## src/rtl/trax_pkg.sv

```systemverilog
// trax_pkg: ASCII bytes, tile encodings and transmitter states shared by the Trax move-text link
package trax_pkg;
  localparam logic [7:0] DASH   = 8'd45;
  localparam logic [7:0] W      = 8'd87;
  localparam logic [7:0] B      = 8'd66;
  localparam logic [7:0] NL     = 8'd10;
  localparam logic [7:0] AT     = 8'd64;
  localparam logic [7:0] ZERO   = 8'd48;
  localparam logic [7:0] PLUS   = 8'd43;
  localparam logic [7:0] SLASH  = 8'd47;
  localparam logic [7:0] BSLASH = 8'd92;

  typedef enum logic [1:0] {
    TYPE_PLUS   = 2'd0,
    TYPE_SLASH  = 2'd1,
    TYPE_BSLASH = 2'd2
  } tile_t;

  typedef enum logic [2:0] {
    IDLE, HDR, CONV, EMIT_X, EMIT_Y, EMIT_T, EMIT_NL
  } state_t;

  // Unused encoding 3 falls back to '+'
  function automatic logic [7:0] type_char(input logic [1:0] t);
    return t == TYPE_SLASH ? SLASH : t == TYPE_BSLASH ? BSLASH : PLUS;
  endfunction
endpackage

```

## src/rtl/radix_stack.sv

```systemverilog
// radix_stack: converts a value to (optionally bijective) base-RADIX digits into a LIFO, then pops MSD first
module radix_stack #(
  parameter int RADIX     = 10,
  parameter bit BIJECTIVE = 1'b0,
  parameter int DEPTH     = 4,
  parameter int W         = 11,
  localparam int DW       = $clog2(RADIX + 1)
) (
  input  logic          clk,
  input  logic          rst_ni,
  input  logic          load_i,
  input  logic [W-1:0]  val_i,
  input  logic          pop_i,
  output logic          ready_o,
  output logic [DW-1:0] top_o,
  output logic [DW-1:0] next_o,
  output logic          single_o
);
  localparam int SW = $clog2(DEPTH + 1);

  logic [W-1:0]  n_q, quo, rem, n_nx;
  logic [DW-1:0] dig;
  logic          conv_q, wrap, last;
  logic [SW-1:0] sp_q;
  logic [DW-1:0] stk_q [2**SW];

  // One digit per cycle; a zero value still yields a single digit 0.
  // top_o forwards the digit being pushed so the caller can present it on the finishing edge.
  always_comb begin
    quo      = n_q / W'(RADIX);
    rem      = n_q % W'(RADIX);
    wrap     = BIJECTIVE && n_q != '0 && rem == '0;
    dig      = n_q == '0 ? '0 : wrap ? DW'(RADIX) : DW'(rem);
    n_nx     = wrap ? quo - W'(1) : quo;
    last     = n_nx == '0;
    ready_o  = ~conv_q | last;
    top_o    = conv_q ? dig : stk_q[sp_q - SW'(1)];
    next_o   = stk_q[sp_q - SW'(2)];
    single_o = sp_q == SW'(1);
  end

  // Conversion counter and stack pointer; load discards any leftover digits
  always_ff @(posedge clk or negedge rst_ni) begin
    if (!rst_ni) begin
      n_q    <= '0;
      conv_q <= 1'b0;
      sp_q   <= '0;
    end else if (load_i) begin
      n_q    <= val_i;
      conv_q <= 1'b1;
      sp_q   <= '0;
    end else if (conv_q) begin
      n_q    <= n_nx;
      conv_q <= ~last;
      sp_q   <= sp_q + SW'(1);
    end else if (pop_i) begin
      sp_q <= sp_q - SW'(1);
    end
  end

  // Digit storage needs no reset; the pointer alone defines what is valid
  always_ff @(posedge clk) begin
    if (conv_q) stk_q[sp_q] <= dig;
  end
endmodule

```

## src/rtl/send_order.sv

```systemverilog
// send_order: serialises a Trax move or colour header into ASCII bytes with valid/accept backpressure
module send_order
  import trax_pkg::*;
#(
  parameter int x_width = 10,
  parameter int MAX_COL = 3,
  parameter int MAX_ROW = 4
) (
  input  logic             clk,
  input  logic             reset,
  input  logic             hdr_valid,
  input  logic             hdr_white,
  output logic             hdr_ready,
  input  logic             move_valid,
  output logic             move_ready,
  input  logic [x_width:0] move_x,
  input  logic [x_width:0] move_y,
  input  logic [1:0]       move_type,
  output logic [7:0]       outData,
  output logic             dataValid,
  input  logic             dataAccept,
  output logic             busy,
  output logic             tx_done
);
  localparam int XW = x_width + 1;

  state_t      state_q;
  logic [7:0]  out_q;
  logic        valid_q, done_q, white_q;
  logic [1:0]  hdr_idx_q, type_q;
  logic        idle, move_acc, xfer, col_pop, row_pop;
  logic        col_rdy, row_rdy, col_single, row_single;
  logic [4:0]  col_top, col_next;
  logic [3:0]  row_top, row_next;

  // Handshake decode; the header wins when both requests are pending
  always_comb begin
    idle       = state_q == IDLE;
    hdr_ready  = idle;
    move_ready = idle & ~hdr_valid;
    move_acc   = move_valid & move_ready;
    xfer       = valid_q & dataAccept;
    col_pop    = state_q == EMIT_X & xfer;
    row_pop    = state_q == EMIT_Y & xfer;
    busy       = ~idle;
    outData    = out_q;
    dataValid  = valid_q;
    tx_done    = done_q;
  end

  radix_stack #(.RADIX(26), .BIJECTIVE(1'b1), .DEPTH(MAX_COL), .W(XW)) u_col (
    .clk(clk), .rst_ni(reset), .load_i(move_acc), .val_i(move_x), .pop_i(col_pop),
    .ready_o(col_rdy), .top_o(col_top), .next_o(col_next), .single_o(col_single)
  );

  radix_stack #(.RADIX(10), .BIJECTIVE(1'b0), .DEPTH(MAX_ROW), .W(XW)) u_row (
    .clk(clk), .rst_ni(reset), .load_i(move_acc), .val_i(move_y), .pop_i(row_pop),
    .ready_o(row_rdy), .top_o(row_top), .next_o(row_next), .single_o(row_single)
  );

  // Frame sequencer; each transfer loads the following byte so the link can take one per cycle
  always_ff @(posedge clk or negedge reset) begin
    if (!reset) begin
      state_q   <= IDLE;
      out_q     <= '0;
      valid_q   <= 1'b0;
      done_q    <= 1'b0;
      white_q   <= 1'b0;
      hdr_idx_q <= '0;
      type_q    <= '0;
    end else begin
      done_q <= 1'b0;
      case (state_q)
        IDLE: begin
          if (hdr_valid) begin
            state_q   <= HDR;
            out_q     <= DASH;
            valid_q   <= 1'b1;
            white_q   <= hdr_white;
            hdr_idx_q <= '0;
          end else if (move_valid) begin
            state_q <= CONV;
            type_q  <= move_type;
          end
        end
        HDR: if (xfer) begin
          hdr_idx_q <= hdr_idx_q + 2'd1;
          if (hdr_idx_q == 2'd0) out_q <= white_q ? W : B;
          else if (hdr_idx_q == 2'd1) out_q <= NL;
          else begin
            state_q <= IDLE;
            valid_q <= 1'b0;
            done_q  <= 1'b1;
          end
        end
        CONV: if (col_rdy && row_rdy) begin
          state_q <= EMIT_X;
          out_q   <= AT + 8'(col_top);
          valid_q <= 1'b1;
        end
        EMIT_X: if (xfer) begin
          state_q <= col_single ? EMIT_Y : EMIT_X;
          out_q   <= col_single ? ZERO + 8'(row_top) : AT + 8'(col_next);
        end
        EMIT_Y: if (xfer) begin
          state_q <= row_single ? EMIT_T : EMIT_Y;
          out_q   <= row_single ? type_char(type_q) : ZERO + 8'(row_next);
        end
        EMIT_T: if (xfer) begin
          state_q <= EMIT_NL;
          out_q   <= NL;
        end
        EMIT_NL: if (xfer) begin
          state_q <= IDLE;
          valid_q <= 1'b0;
          done_q  <= 1'b1;
        end
        default: state_q <= IDLE;
      endcase
    end
  end
endmodule
```

## config.mk

```make
export PLATFORM = sky130hd
export DESIGN_NAME = send_order
export DESIGN_NICKNAME = d
export VERILOG_FILES = /design/src/rtl/trax_pkg.sv /design/src/rtl/radix_stack.sv /design/src/rtl/send_order.sv
export SDC_FILE = /design/constraint.sdc
export NUM_CORES = 1
export LEC_CHECK = 0
export CAP_MARGIN = 40
export CORE_UTILIZATION = 62
export CTS_CLUSTER_DIAMETER = 100
export DETAILED_ROUTE_END_ITERATION = 8
export PLACE_DENSITY = 0.82
export REMOVE_ABC_BUFFERS = 1
export SLEW_MARGIN = 25
export SYNTH_ARGS = -nofsm -noshare
export SYNTH_HDL_FRONTEND = slang
export SYNTH_SLANG_ARGS = --single-unit
```

## constraint.sdc

```tcl
create_clock -name clk -period 5.5 [get_ports clk]
set_input_delay 0.825 -clock clk [delete_from_list [all_inputs] [get_ports clk]]
set_output_delay 0.825 -clock clk [all_outputs]
set_load 0.005 [all_outputs]
```

* Yosys cells after proc, flatten, opt, wreduce, memory -nomap -nowiden
Memory sizes are Yosys's and may differ from the RTL's.
Index checks and enable logic that the tools add are counted.
** Operators by class
- $add $sub $neg :: 12
- Div/mod/pow operators :: 4
- Equal/unequal tests :: 22
- Muxes and demuxes :: 66
- Bitwise logic cells :: 13
- Reductions and logical operators :: 23
** Operators with widths (count)
- $mux W8 :: 9
- $logic_not A11 Y1 :: 5
- $mux W11 :: 5
- $pmux W8 S6 :: 1
- $mux W3 :: 14
- $mux W7 :: 3
- $pmux W3 S7 :: 1
- $mux W5 :: 4
- $mux W1 :: 19
- $ne A2 B2 Y1 const B :: 9
- $add A7 B5 Y8 const A :: 2
- $add A6 B4 Y7 const A :: 2
- $div A11 B4 Y11 const B :: 1
- $div A11 B5 Y11 const B :: 1
- $mod A11 B4 Y11 const B :: 1
- $mod A11 B5 Y11 const B :: 1
- $reduce_bool A11 Y1 :: 1
- $sub A11 B1 Y11 const B :: 1
- $mux W2 :: 5
- $eq A3 B3 Y1 const B :: 3
- $reduce_and A9 Y1 :: 1
- $mux W4 :: 2
- $reduce_and A8 Y1 :: 1
- $reduce_and A7 Y1 :: 1
- 27 further kinds :: 47
** Word-level totals
- Bits in registers :: 47
- Memory bits (writable) :: 52
- Input bits :: 30
- Output and inout bits :: 13
- Word-level logic and storage cells :: 155
- Memories :: 2
** Memory list
- u_row.stk_q :: depth 8, bits a word 4, read ports 2, clocked after Yosys merged registers in 0, wr ports 1, RTL line radix_stack.sv:25 : logic [DW-1:0] stk_q [2**SW];
- u_col.stk_q :: depth 4, bits a word 5, read ports 2, clocked after Yosys merged registers in 0, wr ports 1, RTL line radix_stack.sv:25

* Longest topological paths before layout
- Word-level depth :: 9
- Depth in mapped cells :: 26
- Gate-level depth less buffers :: 21

* Cells and area by module
A second synthesis with hierarchy kept.
** Unflattened totals
- Cells, all modules :: 991
- Area, all modules :: 9046.2 µm²
** Modules (own cells, without submodules)
- radix_stack (u_row) :: times used 1, cells an instance 387, area an instance 3920.0 µm², sequential area each 1336.3 µm²
- radix_stack (u_col) :: times used 1, cells an instance 457, area an instance 3824.9 µm², sequential area each 950.9 µm²
- send_order :: times used 1, cells an instance 147, area an instance 1301.2 µm², sequential area each 425.4 µm²

* Least setup slack after synthesis
OpenSTA, ideal clock, no wires.
- Path kind :: reg-to-reg
- Start :: reg u_col.n_q[8]
- End :: reg out_q[0], in the netlist outData[0]
- Setup time :: 0.125 ns
- Arrival time :: 4.833 ns
- Data required time :: 5.375 ns
- Path slack :: 0.542 ns
- Stages on the path, launching flop included :: 24
- Path buffers :: 2
- Clock period less this slack :: 4.958 ns
- Cells stage by stage :: dfrtp_1 buf_4 buf_2 or3b_1 a211o_1 a21oi_1 a31oi_1 o2bb2a_4 nor3_1 a21boi_1 o22ai_1 inv_1 ha_1 a21oi_1 a211oi_4 ha_1 inv_1 nor2_1 xnor2_1 a2111oi_0 mux2i_1 nor3b_2 a21oi_4 mux2_4
** Between the ends
- Word-level cells in the longest chain between the ends :: 9
- Elaborated cells between the ends (all ways) :: 19
- Those cells by class :: add/sub: 2; div: 2; eq/ne: 1; mux: 6; bitwise: 1; reduce/logical: 7
** RTL lines
- start, declared :: RTL line radix_stack.sv:21 : logic [W-1:0] n_q, quo, rem, n_nx;
- start signal, assigned :: RTL line radix_stack.sv:49 : n_q <= val_i;
- start signal, assigned :: RTL line radix_stack.sv:53 : n_q <= n_nx;
- $mod A11 B5 Y11 :: RTL line radix_stack.sv:31 : rem = n_q % W'(RADIX);
- $logic_not A11 Y1 :: RTL line radix_stack.sv:32 : wrap = BIJECTIVE && n_q != '0 && rem == '0;
- $logic_and A1 B1 Y1 :: RTL line radix_stack.sv:32
- $mux W5 or $mux W11 (tied branches) :: RTL line radix_stack.sv:33, radix_stack.sv:34
- $mux W5 or $logic_not A11 Y1 (tied branches) :: RTL line radix_stack.sv:33, radix_stack.sv:35
- $mux W5 or $or A1 B1 Y1 (tied branches) :: RTL line radix_stack.sv:37, radix_stack.sv:36
- $add A7 B5 Y8 or $logic_and A1 B1 Y1 (tied branches) :: RTL line send_order.sv:98, send_order.sv:96
- $mux W8 or $ne A2 B2 Y1 (tied branches)
- $pmux W8 S6 or $reduce_and A8 Y1 (tied branches)
- end signal, assigned :: RTL line send_order.sv:98 : out_q <= AT + 8'(col_top);
- end signal, assigned :: RTL line send_order.sv:103 : out_q <= col_single ? ZERO + 8'(row_top) : AT + 8'(col_next);
- end signal, assigned :: RTL line send_order.sv:107 : out_q <= row_single ? type_char(type_q) : ZERO + 8'(row_next);
- end, declared :: RTL line send_order.sv:28 : logic [7:0] out_q;
Several ways; a longest one is shown, not always the timed one. The select of a mux whose other input is x is not followed.
A chain may end at the register's enable or synchronous reset.

* Worst setup path in the final report
- Start :: reg u_col.n_q[8]
- End :: reg out_q[6], in the netlist outData[6]
The elaborated chain is that of the path after synthesis.

==> results.yml <==
outcome:
  status: "complete, no violations"
worst_setup_path:
  critical_path.top_delay_family: "compound AO/OA/AOI/OAI gates"
  critPathBufInv: 4
  path_class: "register to register"
  rrSetupSlack_ns: 0.28
  cp.arrival_ns: 5.44
  path_cells: "buf_12, or4b_4, o311ai_2, o22ai_2, or3_1, a311oi_1, a311oi_2, a21boi_4, o32ai_2, nor3_1, buf_4, a211oi_4, ha_1, inv_1, nor2_1, xnor2_1, a2111oi_1, mux2i_1, nor3b_2, a21oi_4, buf_12, mux2_4"
  cp_slowest_cell: "dfrtp_2"
  critPathRequiredTime_ns: 5.72
  cpPeakStageDelay_ns: 0.50
  rr_worst_depth: 22
  r2r_start: "u_col.n_q[8]"
  cp_max_fo: 20
  cp-end-kind: "register"
  start_kind: "register"
  reg2reg_to: "outData[6]"
  crit_top_cell: "buf_12"
finish:
  area_delta_synth_final_pct: 12.7
  stdcell_area_um2: 9330
  nets: 976
  layout-drive-gt1-share_pct: 16.8
  mostFrequentLayoutCell: "nand2_1"
  mostFrequentLayoutCells: "nand2_1 (87), nor2_1 (65), o21ai_0 (57)"
  antennaDiodeCount: 0
synth:
  ys_ff_latch: 98
  syn_area_um2: 8270
  synthDistinctLibCells: 105
  synth-edff-count: 52
  ys.flop_type: "edfxtp_1"
  synth_cells: 901
  synth_warnings: 0
  async_flop_share_pct: 46.9
  synth_area_per_cell_um2: 9.18
  seq_area_frac_synth_pct: 32.8
die:
  core_um2: 12800
  rows: 41
  die_w_um: 118
  start_util_pct: 64.5
  fp.dieH_um: 118
  dieArea_um2: 13800
  ios: 43
clock_network:
  cts_sinks: 98
  clkTransAtPathRegs_ns: 0.08
  clock_path_buffers: 2
  htreeDepth: 3
  cts_hold_buf: 0
  clockRootBuffer: "clkbuf_16"
  cts_tree: "yes"
  clk_latency_ns: 0.35
  numCtsBuffers: 9
sta:
  layout_setup_ws_ns: 0.281
  hold_viol: 0
  maxSlewHeadroom_pct: 46.8
  fmax_mhz: 192
  period_share_pct: 94.9
  setup_violations: 0
  min_period_ns: 5.22
  maxSlewViolCount: 0
  worst_pin_slew_ns: 0.790
  skew_ns: 0.0165
placement:
  placed_cell_area_um2: 8920
  portBuffers: 41
  routabilityCongestion: 0.976
  dp_hpwl_mm: 16.8
  dp_slack_ns: -0.0255
detailed_routing:
  wl_met2_mm: 11.2
  vias_per_cell: 6.82
  dr_wl_met3_mm: 1.78
  highest_layer: "met4"
  wl_met1_mm: 9.53
  drt_first_pass_iters: 6
  wire_per_inst_um: 21.0
  drt_iter0_markers: 1115
  via_count: 7533
  wl_mm: 23.2
  ant_nets: 0
  route.detailed.drc: 0
grt:
  grt_first_pass_wirelength_mm: 37.0
  grt_pass1_vias: 6987
  grt_max_degree: 41
  gr-total-overflow: 0
  grt_antenna_before_repair: 0
  grt_usage_pct: 33.6
job:
  maxCapViolCount: 0
min_path:
  min_path_type: "primary input to async pin"
==> metrics by stage <==
step / util [%] / setup TNS (ns) / hold WS [ns] / cells
global route: 72.7 / -0.0923 / 0.464 / 1104
global placement: 69.1 / 0 / 0.485 / 1080
floorplan: - / 0 / 0.466 / 826
CTS: 71.8 / 0 / 0.460 / 1099
finish: 72.7 / 0 / 0.448 / 1104
detailed placement: 69.5 / -0.134 / 0.508 / 1083
==> final cells by class <==
| class | count | area [um^2] |
|---|---|---|
| inverters | 33 | 124 |
| flip-flops and latches | 98 | 2720 |
| clock buffers | 11 | 233 |
| well taps | 172 | 215 |
| clock inverters | 5 | 50.0 |
| multi-input cells | 695 | 5120 |
| fillers | 933 | 3500 |
| repair buffers | 90 | 866 |
==> routing by layer <==
metal	vias up	global-route usage, %
li1	3462	-
met1	3592	45.3
met2	419	55.3
met3	60	5.09
met4	0	12.2
met5	-	0
==> cell families after synthesis <==
group / count (synthesis) / synth area share (%)
mux: 60 / 11.6
flops: 98 / 32.8
fa+ha+maj: 20 / 2.99
simple gates: 303 / 18.6
compound gates: 285 / 25.1
other cells: 1 / 0.0453
xor+xnor: 26 / 2.75
buf+inv: 108 / 6.11
==> worst max path at each step <==
stage                             from          to  slack, ns  cells past startpoint
after floorplan           u_col.n_q[8]  outData[0]       0.05                     21
after global placement    u_col.n_q[6]  outData[6]       0.08                     21
after detailed placement  u_col.n_q[6]  outData[6]      -0.03                     19
after CTS                 u_col.n_q[9]  outData[6]      0.005                     20
after global routing      u_col.n_q[8]  outData[3]      -0.02                     22
final                     u_col.n_q[8]  outData[6]       0.28                     22
==> what timing repair did <==
item / in CTS / in global routing
pin swaps: 1 / 4
setup buffers: 0 / 4
setup endpoints to repair: 6 / 10
resized for setup: 2 / 17
==> flip-flops by register name, summed over array words and instances (netlist names), 2 cells and up <==
name,count
u_col.n_q,11
u_row.stk_q,32
u_col.sp_q,2
u_col.stk_q,20
u_row.n_q,11
hdr_idx_q,2
outData,7
u_row.sp_q,3
type_q,2
state_q,3
==> synthesized netlist by cell type, drive strengths merged (9+ instances only) <==
master / instances / area, um^2
o31ai: 12 / 123
mux2i: 25 / 250
or3: 10 / 62.6
clkbuf: 43 / 161
nand2b: 20 / 125
a211oi: 9 / 85.1
o21ai: 68 / 344
ha: 19 / 238
xnor2: 14 / 123
nor3: 22 / 121
a31oi: 14 / 93.8
nand2: 88 / 333
xor2: 12 / 105
a21oi: 59 / 310
dfrtp: 46 / 1150
o211ai: 17 / 138
mux2: 9 / 124
nand4: 10 / 62.6
and2: 13 / 81.3
nor2: 67 / 251
or2: 10 / 62.6
mux4: 26 / 586
inv: 32 / 120
nand3: 18 / 90.1
buf: 32 / 220
edfxtp: 52 / 1560
a21boi: 9 / 78.8
Power is left out: the tool's default activity adds up to more than one toggle a clock period on the data nets, which glitch-free logic cannot reach.
